[config.mk]
export PLATFORM = sky130hd
export DESIGN_NAME = alu_exec_unit_flat
export DESIGN_NICKNAME = d
export VERILOG_FILES = /design/src/rtl/rv32_pkg.sv /design/src/rtl/alu_exec_unit_if.sv /design/src/rtl/alu_exec_unit_shift_iter.sv /design/src/rtl/alu_exec_unit.sv /design/src/flat_wrapper.sv
export SDC_FILE = /design/constraint.sdc
export NUM_CORES = 1
export LEC_CHECK = 0
export CORE_MARGIN = 10
export CORE_UTILIZATION = 55
export CTS_CLUSTER_DIAMETER = 150
export DETAILED_ROUTE_END_ITERATION = 7
export PLACE_DENSITY = 0.78
export SLEW_MARGIN = 0
export SYNTH_ARGS = -nofsm -noshare
export SYNTH_HDL_FRONTEND = slang
export SYNTH_SLANG_ARGS = --single-unit
[constraint.sdc]
create_clock -name clock -period 8.57 [get_ports clock]
set_input_delay 0.857 -clock clock [delete_from_list [all_inputs] [get_ports clock]]
set_output_delay 0.857 -clock clock [all_outputs]
set_load 0.02 [all_outputs]
[src/rtl/rv32_pkg.sv]
// Shared RV32 execute-stage types: ALU opcode encoding, FSM states and
// single-cycle ALU helpers used by alu_exec_unit.
package rv32_pkg;

  localparam int DATA_WIDTH     = 32;
  localparam int REG_ADDR_WIDTH = 5;
  localparam int SHAMT_WIDTH    = $clog2(DATA_WIDTH);

  typedef enum logic [7:0] {
    isADD   = 8'h01,
    isSUB   = 8'h02,
    isXOR   = 8'h03,
    isOR    = 8'h04,
    isAND   = 8'h05,
    isSLL   = 8'h06,
    isSRL   = 8'h07,
    isSRA   = 8'h08,
    isSLT   = 8'h09,
    isSLTU  = 8'h0A,
    isPASSB = 8'h0B,
    invalid = 8'hFF
  } ALUOpT;

  typedef enum logic [1:0] {
    ST_IDLE  = 2'd0,
    ST_SHIFT = 2'd1,
    ST_DONE  = 2'd2
  } state_e;

  typedef enum logic [1:0] {
    SH_SLL = 2'd0,
    SH_SRL = 2'd1,
    SH_SRA = 2'd2
  } shift_mode_e;

  function automatic logic is_legal_op(input logic [7:0] op);
    return (op >= 8'h01) && (op <= 8'h0B);
  endfunction

  function automatic logic is_shift_op(input logic [7:0] op);
    return (op == isSLL) || (op == isSRL) || (op == isSRA);
  endfunction

  function automatic shift_mode_e to_shift_mode(input logic [7:0] op);
    shift_mode_e m;
    case (op)
      isSRL:   m = SH_SRL;
      isSRA:   m = SH_SRA;
      default: m = SH_SLL;
    endcase
    return m;
  endfunction

  // Shift opcodes only reach this path with a zero shift amount, so they pass A through.
  function automatic logic [DATA_WIDTH-1:0] alu_single(input logic [7:0] op,
                                                       input logic [DATA_WIDTH-1:0] a,
                                                       input logic [DATA_WIDTH-1:0] b);
    logic [DATA_WIDTH-1:0] r;
    case (op)
      isADD:   r = a + b;
      isSUB:   r = a - b;
      isXOR:   r = a ^ b;
      isOR:    r = a | b;
      isAND:   r = a & b;
      isSLL,
      isSRL,
      isSRA:   r = a;
      isSLT:   r = {{(DATA_WIDTH-1){1'b0}}, ($signed(a) < $signed(b))};
      isSLTU:  r = {{(DATA_WIDTH-1){1'b0}}, (a < b)};
      isPASSB: r = b;
      default: r = '0;
    endcase
    return r;
  endfunction

endpackage

[src/rtl/alu_exec_unit_if.sv]
// Decode-to-ALU request channel and ALU-to-writeback result channel,
// plus the mispredict flush that kills the in-flight op.
interface alu_exec_unit_if;
  import rv32_pkg::*;

  logic                      flush;
  logic                      in_valid;
  logic                      in_ready;
  logic [7:0]                in_op;
  logic [DATA_WIDTH-1:0]     in_a;
  logic [DATA_WIDTH-1:0]     in_b;
  logic [REG_ADDR_WIDTH-1:0] in_rd;
  logic                      out_valid;
  logic                      out_ready;
  logic [DATA_WIDTH-1:0]     out_result;
  logic [REG_ADDR_WIDTH-1:0] out_rd;
  logic                      out_illegal;

  modport master (
    output flush, in_valid, in_op, in_a, in_b, in_rd, out_ready,
    input  in_ready, out_valid, out_result, out_rd, out_illegal
  );

  modport slave (
    input  flush, in_valid, in_op, in_a, in_b, in_rd, out_ready,
    output in_ready, out_valid, out_result, out_rd, out_illegal
  );

endinterface

[src/rtl/alu_exec_unit_shift_iter.sv]
// Iterative shifter: moves the value by up to STEP bits per cycle until the
// requested amount is consumed. done_o flags the cycle of the final step.
module shift_iter
  import rv32_pkg::*;
#(
  parameter int WIDTH = DATA_WIDTH,
  parameter int STEP  = 4
) (
  input  logic                     clock,
  input  logic                     reset,
  input  logic                     kill_i,
  input  logic                     start_i,
  input  shift_mode_e              mode_i,
  input  logic [WIDTH-1:0]         value_i,
  input  logic [$clog2(WIDTH)-1:0] amount_i,
  output logic                     busy_o,
  output logic                     done_o,
  output logic [WIDTH-1:0]         result_o
);

  // One extra bit so a STEP equal to WIDTH is still representable.
  localparam int CW = $clog2(WIDTH) + 1;
  localparam logic [CW-1:0] STEP_C = CW'(STEP);

  logic [WIDTH-1:0] value_q, value_d, shifted_s;
  logic [CW-1:0]    remain_q, remain_d, step_s;
  shift_mode_e      mode_q, mode_d;
  logic             busy_q, busy_d;

  // Per-cycle step: the full STEP, or whatever remains if less.
  always_comb begin
    step_s = (remain_q > STEP_C) ? STEP_C : remain_q;
    case (mode_q)
      SH_SLL:  shifted_s = value_q << step_s;
      SH_SRL:  shifted_s = value_q >> step_s;
      SH_SRA:  shifted_s = WIDTH'($signed(value_q) >>> step_s);
      default: shifted_s = value_q;
    endcase
  end

  // Load, step and kill sequencing.
  always_comb begin
    value_d  = value_q;
    remain_d = remain_q;
    mode_d   = mode_q;
    busy_d   = busy_q;
    if (kill_i) begin
      busy_d = 1'b0;
    end else if (start_i) begin
      value_d  = value_i;
      remain_d = CW'(amount_i);
      mode_d   = mode_i;
      busy_d   = 1'b1;
    end else if (busy_q) begin
      value_d  = shifted_s;
      remain_d = remain_q - step_s;
      busy_d   = !done_o;
    end else begin
      busy_d = 1'b0;
    end
  end

  // Shifter state registers.
  always_ff @(posedge clock or posedge reset) begin
    if (reset) begin
      value_q  <= '0;
      remain_q <= '0;
      mode_q   <= SH_SLL;
      busy_q   <= 1'b0;
    end else begin
      value_q  <= value_d;
      remain_q <= remain_d;
      mode_q   <= mode_d;
      busy_q   <= busy_d;
    end
  end

  assign busy_o   = busy_q;
  assign done_o   = busy_q && (remain_q <= STEP_C);
  assign result_o = shifted_s;

endmodule

[src/rtl/alu_exec_unit.sv]
// RV32 execute-stage ALU: single-cycle arithmetic/logic ops, iterative shifts,
// valid/ready on both sides with zero-bubble back-to-back issue from DONE.
module alu_exec_unit
  import rv32_pkg::*;
#(
  parameter int SHIFT_STEP = 4
) (
  input  logic            clock,
  input  logic            reset,
  alu_exec_unit_if.slave  bus
);

  state_e                    state_q, state_d;
  logic [DATA_WIDTH-1:0]     result_q, result_d;
  logic [REG_ADDR_WIDTH-1:0] rd_q, rd_d;
  logic                      illegal_q, illegal_d;

  logic                      in_ready_s;
  logic                      accept_s;
  logic                      shift_start_s;
  logic                      sh_busy_s;
  logic                      sh_done_s;
  logic [DATA_WIDTH-1:0]     sh_result_s;
  logic [SHAMT_WIDTH-1:0]    shamt_s;

  assign shamt_s    = bus.in_b[SHAMT_WIDTH-1:0];
  assign in_ready_s = !bus.flush &&
                      ((state_q == ST_IDLE) || ((state_q == ST_DONE) && bus.out_ready));
  assign accept_s   = bus.in_valid && in_ready_s;

  shift_iter #(
    .WIDTH (DATA_WIDTH),
    .STEP  (SHIFT_STEP)
  ) u_shift (
    .clock    (clock),
    .reset    (reset),
    .kill_i   (bus.flush),
    .start_i  (shift_start_s),
    .mode_i   (to_shift_mode(bus.in_op)),
    .value_i  (bus.in_a),
    .amount_i (shamt_s),
    .busy_o   (sh_busy_s),
    .done_o   (sh_done_s),
    .result_o (sh_result_s)
  );

  // Next-state and result capture; flush overrides everything.
  always_comb begin
    state_d       = state_q;
    result_d      = result_q;
    rd_d          = rd_q;
    illegal_d     = illegal_q;
    shift_start_s = 1'b0;
    if (bus.flush) begin
      state_d = ST_IDLE;
    end else begin
      case (state_q)
        ST_IDLE, ST_DONE: begin
          if (accept_s) begin
            rd_d      = bus.in_rd;
            illegal_d = !is_legal_op(bus.in_op);
            if (is_shift_op(bus.in_op) && (shamt_s != '0)) begin
              state_d       = ST_SHIFT;
              shift_start_s = 1'b1;
            end else begin
              state_d  = ST_DONE;
              result_d = alu_single(bus.in_op, bus.in_a, bus.in_b);
            end
          end else if ((state_q == ST_DONE) && bus.out_ready) begin
            state_d = ST_IDLE;
          end else begin
            state_d = state_q;
          end
        end
        ST_SHIFT: begin
          if (sh_done_s) begin
            state_d  = ST_DONE;
            result_d = sh_result_s;
          end else if (!sh_busy_s) begin
            state_d = ST_IDLE;
          end else begin
            state_d = ST_SHIFT;
          end
        end
        default: state_d = ST_IDLE;
      endcase
    end
  end

  // FSM and output registers.
  always_ff @(posedge clock or posedge reset) begin
    if (reset) begin
      state_q   <= ST_IDLE;
      result_q  <= '0;
      rd_q      <= '0;
      illegal_q <= 1'b0;
    end else begin
      state_q   <= state_d;
      result_q  <= result_d;
      rd_q      <= rd_d;
      illegal_q <= illegal_d;
    end
  end

  assign bus.in_ready    = in_ready_s;
  assign bus.out_valid   = (state_q == ST_DONE);
  assign bus.out_result  = result_q;
  assign bus.out_rd      = rd_q;
  assign bus.out_illegal = illegal_q;

endmodule

[src/flat_wrapper.sv]
// flat-port wrapper written by rule: the top's interface ports become plain ports
module alu_exec_unit_flat import rv32_pkg::*;
#(
  parameter int SHIFT_STEP = 4
)
  (clock, reset, bus_flush, bus_in_valid, bus_in_op, bus_in_a, bus_in_b, bus_in_rd, bus_out_ready, bus_in_ready, bus_out_valid, bus_out_result, bus_out_rd, bus_out_illegal);
  alu_exec_unit_if bus_i ();
  input  logic clock;
  input  logic reset;
  input wire logic [$bits(bus_i.flush)-1:0] bus_flush;
  input wire logic [$bits(bus_i.in_valid)-1:0] bus_in_valid;
  input wire logic [$bits(bus_i.in_op)-1:0] bus_in_op;
  input wire logic [$bits(bus_i.in_a)-1:0] bus_in_a;
  input wire logic [$bits(bus_i.in_b)-1:0] bus_in_b;
  input wire logic [$bits(bus_i.in_rd)-1:0] bus_in_rd;
  input wire logic [$bits(bus_i.out_ready)-1:0] bus_out_ready;
  output wire logic [$bits(bus_i.in_ready)-1:0] bus_in_ready;
  output wire logic [$bits(bus_i.out_valid)-1:0] bus_out_valid;
  output wire logic [$bits(bus_i.out_result)-1:0] bus_out_result;
  output wire logic [$bits(bus_i.out_rd)-1:0] bus_out_rd;
  output wire logic [$bits(bus_i.out_illegal)-1:0] bus_out_illegal;
  assign bus_i.flush = bus_flush;
  assign bus_i.in_valid = bus_in_valid;
  assign bus_i.in_op = bus_in_op;
  assign bus_i.in_a = bus_in_a;
  assign bus_i.in_b = bus_in_b;
  assign bus_i.in_rd = bus_in_rd;
  assign bus_i.out_ready = bus_out_ready;
  assign bus_in_ready = bus_i.in_ready;
  assign bus_out_valid = bus_i.out_valid;
  assign bus_out_result = bus_i.out_result;
  assign bus_out_rd = bus_i.out_rd;
  assign bus_out_illegal = bus_i.out_illegal;
  alu_exec_unit #(.SHIFT_STEP(SHIFT_STEP)) u_core (.clock(clock), .reset(reset), .bus(bus_i));
endmodule
==> results_dict.tcl <==
set metrics [dict create \
    post-cts-setup-buffer-count 0 \
    setup_viol 0 \
    maxSlewViolCount 0 \
    path_max_fanout 45 \
    multiInputGateArea_um2 8990 \
    slowest_stage "clkdlybuf4s50_1" \
    num_vias 14300 \
    seq_power_share 0.292 \
    crit_buf_inv 4 \
    drv_cap 0 \
    async_flop_share 1.00 \
    p_int_mw 0.840 \
    rows 53 \
    drc 13 \
    start_util 0.564 \
    cp-start-kind "input pin" \
    die_w_um 167 \
    endpoint_kind "flop" \
    clock_sinks 81 \
    crit_type "input pin to flop" \
    hold_path.class "flop to flop" \
    yosysSeqAreaShare 0.169 \
    drt_wl_total_um 50700 \
    met1_length_um 20700 \
    max_freq_ghz 0.224 \
    fp.coreArea_um2 21200 \
    nets 1919 \
    ys_seq_elements 81 \
    avgSynthCellArea_um2 6.97 \
    power.leakage_nw 5.61 \
    path_clk_slew_ns 0.07 \
    violations "design-rule violations" \
    worstSkewPairLatency_ns 0.34 \
    top_layer "met4" \
    globalplace.congestion 1.07 \
    root_buffer "clkbuf_16" \
    hold_violations 0 \
    worst_slew_pin_slew_ns 1.14 \
    worstPathArrival_ns 4.71 \
    clk_path_buf_depth 2 \
    slew_headroom 0.239 \
    io_pins 122 \
    numCtsBuffers 9 \
    critPathRequiredTime_ns 8.81 \
    syn_nets 1898 \
    min_period_over_period 0.522 \
    first_iter_violations 2675 \
    ant_nets 0 \
    layout_common_cells "187 x nand2_1, 165 x a21oi_1, 162 x nor2_1" \
    period_needed_ns 4.47 \
    slowest_delay_ns 0.70 \
    syn_to_final_growth_pct 12.5 \
    grt_max_degree 82 \
    track_usage 0.340 \
    cpMostUsedCell "buf_4" \
    setup_tns_ns 0 \
    cts-resized-gates 0 \
    dr_wl_met3_um 6450 \
    postLayoutCellArea_um2 13500 \
    drive_above_1_share 0.0551 \
    n_antenna_cell 0 \
    grt_pass1_wl_um 77900 \
    overflow 0 \
    setup_slack_ns 4.10 \
    met2WireLength_um 22000 \
    fin_util 0.634 \
    grt_pass1_vias 13200 \
    powerDensity_nw_per_um2 107 \
    register_area_um2 2030 \
    placed_cell_area_um2 13200 \
    netlist_area_um2 12000 \
    synth_edf_count 0 \
    antenna_found_initial 0 \
    nFillCells 2013 \
    dieArea_um2 28000 \
    ys.flop_type "dfrtp_1" \
    mostFrequentLayoutCell "nand2_1" \
    h-tree-depth 3 \
    swShare 0.416 \
    viasPerCell 7.07 \
    holdBufCountCts 0 \
    pre_cts_ws_ns 3.90 \
    crit_chain "clkdlybuf4s50_1 > nor4b_2 > o21a_1 > buf_4 > and3_1 > buf_4 > nor2_1 > nor2_2 > buf_4 > o21ai_0 > o21ai_0" \
    cts_tree "yes" \
    synth_cell_type_count 83 \
    crit_family "buffers and inverters" \
    first_pass_iters 8 \
    wl_per_cell_um 25.1 \
    fin_skew_ns 0.0133 \
    ys_warn_count 0 \
    p_switching_mw 0.599 \
    rsz0062_at_grt "no" \
    hpwl_um 38400 \
    status "finished, violations left" \
    syn_inst 1717 \
    io_buffers 121 \
    die_y_um 167 \
    comb_power_share 0.447 \
    ir_drop_v 0.0000736 \
    power_frac_clock 0.261 \
]
flip-flops by register name, indices dropped and copies added, names as in the netlist:
signal                   flops
u_core.bus.out_rd            5
u_core.u_shift.remain_q      6
u_core.bus.out_result       32
u_core.state_q               2
u_core.u_shift.value_q      32
u_core.u_shift.busy_o        1
u_core.bus.out_illegal       1
u_core.u_shift.mode_q        2
cells in the mapped netlist (20+ instances only):
master | count | area share
a211oi_1 | 24 | 0.015
a21o_1 | 20 | 0.013
a21oi_1 | 165 | 0.069
a221oi_1 | 22 | 0.016
a22oi_1 | 27 | 0.017
a31oi_1 | 33 | 0.017
buf_2 | 22 | 0.0092
clkbuf_1 | 104 | 0.033
dfrtp_1 | 81 | 0.17
ha_1 | 97 | 0.10
inv_1 | 103 | 0.032
mux2i_1 | 27 | 0.023
nand2_1 | 187 | 0.059
nand3_1 | 37 | 0.015
nor2_1 | 164 | 0.051
nor3_1 | 80 | 0.033
o211ai_1 | 31 | 0.019
o21ai_0 | 146 | 0.061
worst min-delay path: stages (launching register included):
cell     delay [ns]
dfrtp_1        0.36
nand2_1        0.05
o21ai_0        0.06
area by class of cell:
class,instances,share of cell area
repair buffers,147,0.105
clock buffers,11,0.0180
multi-input cells,1393,0.669
inverters,106,0.0297
well taps,275,0.0256
clock inverters,5,0.00298
flip-flops and latches,81,0.151
routing by layer:
| metal | vias up | track usage |
|---|---|---|
| met1 | 6701 | 0.477 |
| met2 | 1078 | 0.512 |
| met4 | 0 | 0.101 |
| li1 | 6382 | - |
| met5 | - | 0 |
| met3 | 114 | 0.0688 |
stage by stage:
step / hold slack (ns) / power [mW] / instances
after floorplan: 0.507 / 0.836 / 1717
after global placement: 0.454 / 1.04 / 2002
after detailed placement: 0.464 / 1.04 / 2002
after CTS: 0.491 / 1.41 / 2018
after global routing: 0.501 / 1.50 / 2018
final: 0.499 / 1.44 / 2018
power groups by stage:
stage          clock, mW  combinational [mW]  sequential, mW
2_1_floorplan          0               0.409           0.427
3_3_place_gp           0               0.616           0.425
3_5_place_dp           0               0.618           0.426
4_1_cts            0.374               0.621           0.419
5_1_grt            0.390               0.691           0.422
6_report           0.376               0.643           0.420
cell families after synthesis:
| group | after synthesis | share of synthesized area |
|---|---|---|
| AOI/OAI and AO/OA | 659 | 0.364 |
| xor gates and xnor gates | 21 | 0.0154 |
| adders and majority gates | 99 | 0.105 |
| buffers and inverters | 243 | 0.0805 |
| DFF | 81 | 0.169 |
| muxes | 45 | 0.0480 |
| other | 1 | 0.000314 |
| and+or+nand+nor | 568 | 0.218 |
final timing paths:
path / from / endpoint / depth (start not counted) / slack, ns
setup / recovery: bus_in_op[3] / u_core.u_shift.value_q[12]$_DFFE_PP0P_ / 11 / 4.10
hold reg to reg: u_core.bus.out_result[6]$_DFFE_PP0P_ / u_core.bus.out_result[6]$_DFFE_PP0P_ / 2 / 0.50
min in group asynchronous: reset / u_core.u_shift.remain_q[5]$_DFFE_PP0P_ / 3 / 1.14
hold / removal: u_core.bus.out_result[6]$_DFFE_PP0P_ / u_core.bus.out_result[6]$_DFFE_PP0P_ / 2 / 0.50
max in group asynchronous: reset / u_core.bus.out_result[31]$_DFFE_PP0P_ / 3 / 6.72
setup reg to reg: u_core.u_shift.remain_q[2]$_DFFE_PP0P_ / u_core.u_shift.value_q[9]$_DFFE_PP0P_ / 10 / 4.42
Power figures use the tool's default switching activity.
